--- src/rtl/pool_stream.sv ---
`default_nettype none
// ============================================================================
// Module      : pool_stream
// Description : Streaming 2-D pooling over a square feature map delivered in
//               raster order. Each POOLxPOOL window (stride POOL) is reduced
//               to its signed maximum (mode 0) or to its floored average
//               (mode 1). Mode is captured with the first pixel of a frame.
// Revision    : 1.0 - initial release
//
// Ports
//   clk        : clock, all state updates on the rising edge
//   rst        : synchronous reset, active low
//   in_valid   : in_data is accepted this cycle
//   in_data    : signed input pixel, row-major, column 0 first
//   mode       : 0 = max pool, 1 = average pool (sampled at pixel (0,0))
//   out_valid  : one-cycle pulse per pooled result
//   out_data   : pooled result, held between pulses
//   out_row    : output-map row of out_data
//   out_col    : output-map column of out_data
//   frame_done : pulses with the last result of a frame
// ============================================================================
module pool_stream #(
  parameter int BIT_WIDTH = 32,
  parameter int MAP_SIZE  = 28,
  parameter int POOL      = 2,
  localparam int CW = ((MAP_SIZE / POOL) > 1) ? $clog2(MAP_SIZE / POOL) : 1
) (
  input  logic                        clk,
  input  logic                        rst,
  input  logic                        in_valid,
  input  logic signed [BIT_WIDTH-1:0] in_data,
  input  logic                        mode,
  output logic                        out_valid,
  output logic signed [BIT_WIDTH-1:0] out_data,
  output logic [CW-1:0]               out_row,
  output logic [CW-1:0]               out_col,
  output logic                        frame_done
);

  localparam int LP   = (POOL == 4) ? 2 : 1;           // log2(POOL)
  localparam int SW   = BIT_WIDTH + 2 * LP;            // overflow-free sum width
  localparam int NCOL = MAP_SIZE / POOL;
  localparam int IW   = (MAP_SIZE > 1) ? $clog2(MAP_SIZE) : 1;
  localparam logic [IW-1:0] LAST_IDX = IW'(MAP_SIZE - 1);
  localparam logic [LP-1:0] LAST_PH  = LP'(POOL - 1);

  logic [IW-1:0]        r_col;
  logic [IW-1:0]        r_row;
  logic                 r_mode;
  logic signed [SW-1:0] r_hacc;
  logic signed [SW-1:0] r_cbuf [NCOL];

  logic                 w_first;
  logic                 w_mode;
  logic [LP-1:0]        w_cph;
  logic [LP-1:0]        w_rph;
  logic [CW-1:0]        w_bidx;
  logic signed [SW-1:0] w_pix;
  logic signed [SW-1:0] w_hacc;
  logic signed [SW-1:0] w_cbuf_rd;
  logic signed [SW-1:0] w_vacc;

  always_comb begin
    w_first   = (r_row == '0) && (r_col == '0);
    // The pixel at (0,0) uses the live mode input since the latch only
    // captures it at that same edge.
    w_mode    = w_first ? mode : r_mode;
    w_cph     = r_col[LP-1:0];
    w_rph     = r_row[LP-1:0];
    w_bidx    = CW'(r_col >> LP);
    w_pix     = {{(2 * LP){in_data[BIT_WIDTH-1]}}, in_data};
    w_cbuf_rd = r_cbuf[w_bidx];

    // Horizontal reduction across one row of the window.
    w_hacc = w_pix;
    if (w_cph != '0) begin
      if (w_mode)
        w_hacc = r_hacc + w_pix;
      else
        w_hacc = (w_pix > r_hacc) ? w_pix : r_hacc;
    end

    // Vertical reduction of the row partials held in the column buffer.
    w_vacc = w_hacc;
    if (w_rph != '0) begin
      if (w_mode)
        w_vacc = w_cbuf_rd + w_hacc;
      else
        w_vacc = (w_hacc > w_cbuf_rd) ? w_hacc : w_cbuf_rd;
    end
  end

  always_ff @(posedge clk) begin
    if (!rst) begin
      r_col      <= '0;
      r_row      <= '0;
      r_mode     <= 1'b0;
      r_hacc     <= '0;
      for (int i = 0; i < NCOL; i++)
        r_cbuf[i] <= '0;
      out_valid  <= 1'b0;
      out_data   <= '0;
      out_row    <= '0;
      out_col    <= '0;
      frame_done <= 1'b0;
    end else begin
      out_valid  <= 1'b0;
      frame_done <= 1'b0;
      if (in_valid) begin
        if (r_col == LAST_IDX) begin
          r_col <= '0;
          r_row <= (r_row == LAST_IDX) ? '0 : r_row + IW'(1);
        end else begin
          r_col <= r_col + IW'(1);
        end

        if (w_first)
          r_mode <= mode;

        r_hacc <= w_hacc;

        if (w_cph == LAST_PH)
          r_cbuf[w_bidx] <= w_vacc;

        if ((w_cph == LAST_PH) && (w_rph == LAST_PH)) begin
          out_valid <= 1'b1;
          // Selecting the upper slice is the arithmetic right shift by
          // 2*log2(POOL) followed by truncation to BIT_WIDTH.
          out_data   <= w_mode ? w_vacc[2*LP +: BIT_WIDTH] : w_vacc[BIT_WIDTH-1:0];
          out_row    <= CW'(r_row >> LP);
          out_col    <= w_bidx;
          frame_done <= (r_row == LAST_IDX) && (r_col == LAST_IDX);
        end
      end
    end
  end

endmodule
`default_nettype wire

--- config.mk ---
export PLATFORM = sky130hd
export DESIGN_NAME = pool_stream
export DESIGN_NICKNAME = d
export VERILOG_FILES = /design/src/rtl/pool_stream.sv
export SDC_FILE = /design/constraint.sdc
export NUM_CORES = 1
export LEC_CHECK = 0
export CAP_MARGIN = 20
export CELL_PAD_IN_SITES_DETAIL_PLACEMENT = 1
export CELL_PAD_IN_SITES_GLOBAL_PLACEMENT = 2
export CORE_MARGIN = 1
export CORE_UTILIZATION = 40
export DETAILED_ROUTE_END_ITERATION = 10
export PLACE_DENSITY = 0.75
export SKIP_CTS_REPAIR_TIMING = 1
export SYNTH_ARGS = -nofsm -noshare
export SYNTH_HDL_FRONTEND = slang
export SYNTH_SLANG_ARGS = --single-unit
--- constraint.sdc ---
create_clock -name clk -period 6.5 [get_ports clk]
set_clock_uncertainty 0.15 [all_clocks]
set_input_delay 1.3 -clock clk [delete_from_list [all_inputs] [get_ports clk]]
set_output_delay 1.3 -clock clk [all_outputs]
set_load 0.005 [all_outputs]
==> results.txt, run 1 <==
----------------------------------------------------
[Floorplan]
  Std cell rows ... approximately 110
  Initial cell density of the core ... 40.4%
  Die span in x ... around 300 um
  Count of boundary I/O pins ... between 70 and 80
  Die Outline Area ... 85700 sq um
  Area of the placeable core ... 83700 sq um
  Vertical die dimension ... 293 um

[Yosys]
  Share of synthesized flip-flops with an asynchronous set or reset ... 0%
  Net count after synthesis ... 3010
  Post-synthesis average cell area ... 11.9 sq um
  Commonest register cell after synthesis ... edfxtp_1
  Sequential-to-total area share from yosys stat ... 53.7%
  Cells after Synth ... 2834
  #FFs+latches synth ... 635
  Count of distinct cell types in the synthesized netlist ... 112
  Syn. warnings ... 0
  Number of flops mapped to enable cells by yosys ... 544
  Area of the mapped netlist ... 33800 sq um

[Routing]
  Vias per std cell ... a little under 6
  Average wire length per cell after detail routing ... 28.6 um
  Final ANT Viol Nets ... 0
  DRT Pass-1 Iters ... 5
  Via Count ... 26.8k
  Number of remaining DRC errors ... 0
  First DRT Iteration DRCs ... between 2k and 3k
  Total Routed Length ... 133 mm

[Place]
  Port Buffer Count ... 77
  GP Congestion ... 0.913
  Detailed Place HPWL ... just under 90 mm
  Setup slack at placement ... -1.51 ns

[Clocking]
  Buffer depth of the longest clock path ... 3
  Clock sink count ... 635
  Source-to-sink clock delay at the later pin of the worst-skew pair ... 0.63 ns
  Number of buffers added by the clock tree synthesis step ... 70
  Cell at the root of the clock tree ... clkbuf_16
  Number of levels the H-tree was split into ... 3
  Clock-pin slew reported for the worst setup and hold paths after clock tree synthesis ... 0.06 ns
  Clock tree from TritonCTS ... yes

[Power and ir drop]
  Part of the total power dissipated in the clock network ... 32.2%
  Switching power as a share of total power ... 30.8%
  Power dissipated by switching net loads ... ~3.8 mW
  Int Pwr ... 8.51 mW
  IR Drop Worst-Case VDD ... roughly 260 uV
  Power consumption ... 12.3 mW
  Combinational share of power ... roughly 30%
  Flop pwr share ... between 30% and 40%
  Power per Cell Area ... between 200 and 300 nW/um^2
  Standby leakage power ... about 18 nW

[Min path]
  HP Start ... out_col[1]
  Hold path endpoint ... out_col[1]
  Hold path depth ... 2
  Hold crit path type ... reg -> reg

[Worst setup path]
  End of the worst register-to-register path ... r_cbuf[13][30]
  Peak fanout along the critical path ... 8
  CP max stage delay ... 0.54 ns
  Slowest-stage cell, CP ... a2111o_1
  Sort of element at the start of the critical path ... primary input
  CP required ... between 6 and 7 ns
  Crit path DAT ... 6.82 ns
  Critical path class ... in -> reg
  Startpoint of the worst-slack reg-to-reg timing path ... r_hacc[0]
  Cell count of the worst reg-to-reg path ... 27
  Sort of element at the end of the critical path ... flip-flop
  Setup slack of the worst register-to-register path ... 0.15 ns

[GRT]
  Remaining global-route overflow ... 0
  Largest net degree at the start of global routing ... 48
  Number of global-route vias before repair ... roughly 28k
  Number of antenna violations at the first check in global routing ... 1
  Total global routing track utilization ... 29.8%
  First-pass GRT wire length ... 186 mm

[Layout]
  Fraction of final layout cells with drive strength greater than 1 ... 35.3%
  Most used cells in the layout excluding fill and tap cells ... 621 x nor2_1, 558 x buf_4, 544 x edfxtp_1
  Number of nets in the layout ... 3613
  Filler instances ... around 8.5k
  Area grow syn2layout ... 32.1%
  Most common cell after layout, fill and taps aside ... nor2_1

[Run status]
  Outcome ... finished, violations left
  Violations in the final reports ... negative setup slack

[Timing]
  Final setup violation count ... 79
  Final Max Slew Viols ... 0
  Post-layout minimum cycle time ... ~6.6 ns
  Setup repair after global routing missed its margin ... yes
  Final worst path period share ... 102%
  Worst path setup slack after routing ... -0.126 ns
  Achievable Freq ... 0.151 GHz
  Max-slew headroom ... around 34%
  Measured slew at the worst slew-check pin ... 0.985 ns
  Final count of hold timing violations ... 0

[Flow run]
  Max Cap Viol ... 0

----------------------------------------------------
[Yosys cell counts (10+ instances only)]
library cell | number | area, sq um
nor2_1 | 646 | 2420
edfxtp_1 | 544 | 16300
mux4_2 | 169 | 3810
inv_1 | 167 | 627
ha_1 | 138 | 1730
nand2_1 | 128 | 480
a21oi_1 | 121 | 606
clkbuf_1 | 95 | 357
dfxtp_1 | 91 | 1820
o21ai_0 | 62 | 310
buf_2 | 53 | 265
xnor2_1 | 45 | 394
nand3_1 | 35 | 175
a211oi_1 | 28 | 210
nor3_1 | 27 | 135
o31ai_1 | 26 | 195
mux2i_1 | 25 | 250
o22ai_1 | 24 | 150
nor2b_1 | 22 | 138
nand4_1 | 20 | 125
buf_4 | 19 | 143
nand2b_1 | 18 | 113
nor4_1 | 18 | 113
a21o_1 | 16 | 120
a31oi_1 | 16 | 100
xor2_1 | 13 | 114
o211ai_1 | 11 | 82.6
o21ai_2 | 11 | 96.3
buf_6 | 10 | 113
o21bai_1 | 10 | 75.1
[worst max-delay path, delay by kind of cell]
family	cells	cell delay, ns
buffers and inverters	7	0.97
adder cells (fa/ha/maj)	2	0.69
AO/OA/AOI/OAI	11	2.53
XOR/XNOR	1	0.22
AND/OR/NAND/NOR	6	1.09
[per-layer routing]
| metal | global-route usage [%] | vias to the layer above | wire, um |
|---|---|---|---|
| met5 | 0 | - | 0 |
| met2 | 50.4 | 1092 | 64800 |
| li1 | - | 11600 | - |
| met4 | 11.9 | 0 | 5050 |
| met1 | 39.1 | 13800 | 53500 |
| met3 | 3.35 | 246 | 9210 |
[power groups by stage]
| stage | clock, mW | sequential, mW | combinational, mW |
|---|---|---|---|
| after global placement | 0 | 4.70 | 3.08 |
| after detailed placement | 0 | 4.72 | 3.14 |
| after CTS | 4.01 | 4.63 | 3.16 |
| final | 3.96 | 4.64 | 3.70 |
| after floorplan | 0 | 4.68 | 1.59 |
| after global routing | 4.15 | 4.64 | 3.91 |
[layout make-up]
type | instances | area, sq um | area share (%)
Antenna cell | 1 | 2.50 | 0.00560
Multi-Input combinational cell | 1839 | 15700 | 35.1
Sequential cell | 635 | 18200 | 40.7
Tap cell | 1134 | 1420 | 3.18
Clock inverter | 38 | 378 | 0.846
Timing Repair Buffer | 716 | 6550 | 14.6
Inverter | 175 | 659 | 1.48
Clock buffer | 90 | 1850 | 4.14
[registers in the layout, indices dropped and copies added, names as in the netlist, named ones only]
signal and flops:
frame_done 1, out_col 4, out_data 32, out_row 4
r_hacc 34, r_mode 1, r_row 5, out_valid 1
r_cbuf 544, r_col 5
[worst max path at each step]
stage | startpoint | to | slack, ns
final | in_data[1] | r_cbuf[13][30] | -0.13
after global routing | in_data[0] | r_cbuf[6][29] | -0.25
after CTS | in_data[0] | out_data[11] | -0.88
after detailed placement | in_data[0] | out_data[11] | -1.51
after global placement | in_data[0] | out_data[11] | -1.40
after floorplan | in_data[0] | r_cbuf[0][16] | 0.006
[cells by family after synthesis]
family	count (synthesis)	share of synthesized area (%)
buffers and inverters	362	4.65
AOI/OAI and AO/OA	476	10.6
muxes	198	12.1
and+or+nand+nor	965	12.2
xor gates and xnor gates	58	1.50
DFF	635	53.7
adders and majority gates	140	5.22
[per-stage QoR]
stage          std cells  instance area, sq um  setup TNS, ns  util [%]  hold WS (ns)
2_1_floorplan       2834                 33900              0         -         0.299
3_3_place_gp        4431                 40100        -686.69      47.9         0.293
3_5_place_dp        4431                 40100        -727.19      47.9         0.300
4_1_cts             4559                 42300        -363.15      50.6         0.309
5_1_grt             4627                 44700         -48.40      53.4         0.330
6_report            4628                 44700          -3.97      53.4         0.304
Power figures use the tool's default switching activity.
==> inputs of run 2 (changes only) <==
ABC_CLOCK_PERIOD_IN_PS = 6500   (was not set)
==> results of run 2 <==
Final layout, timing and power as in run 1 (identical DEF).
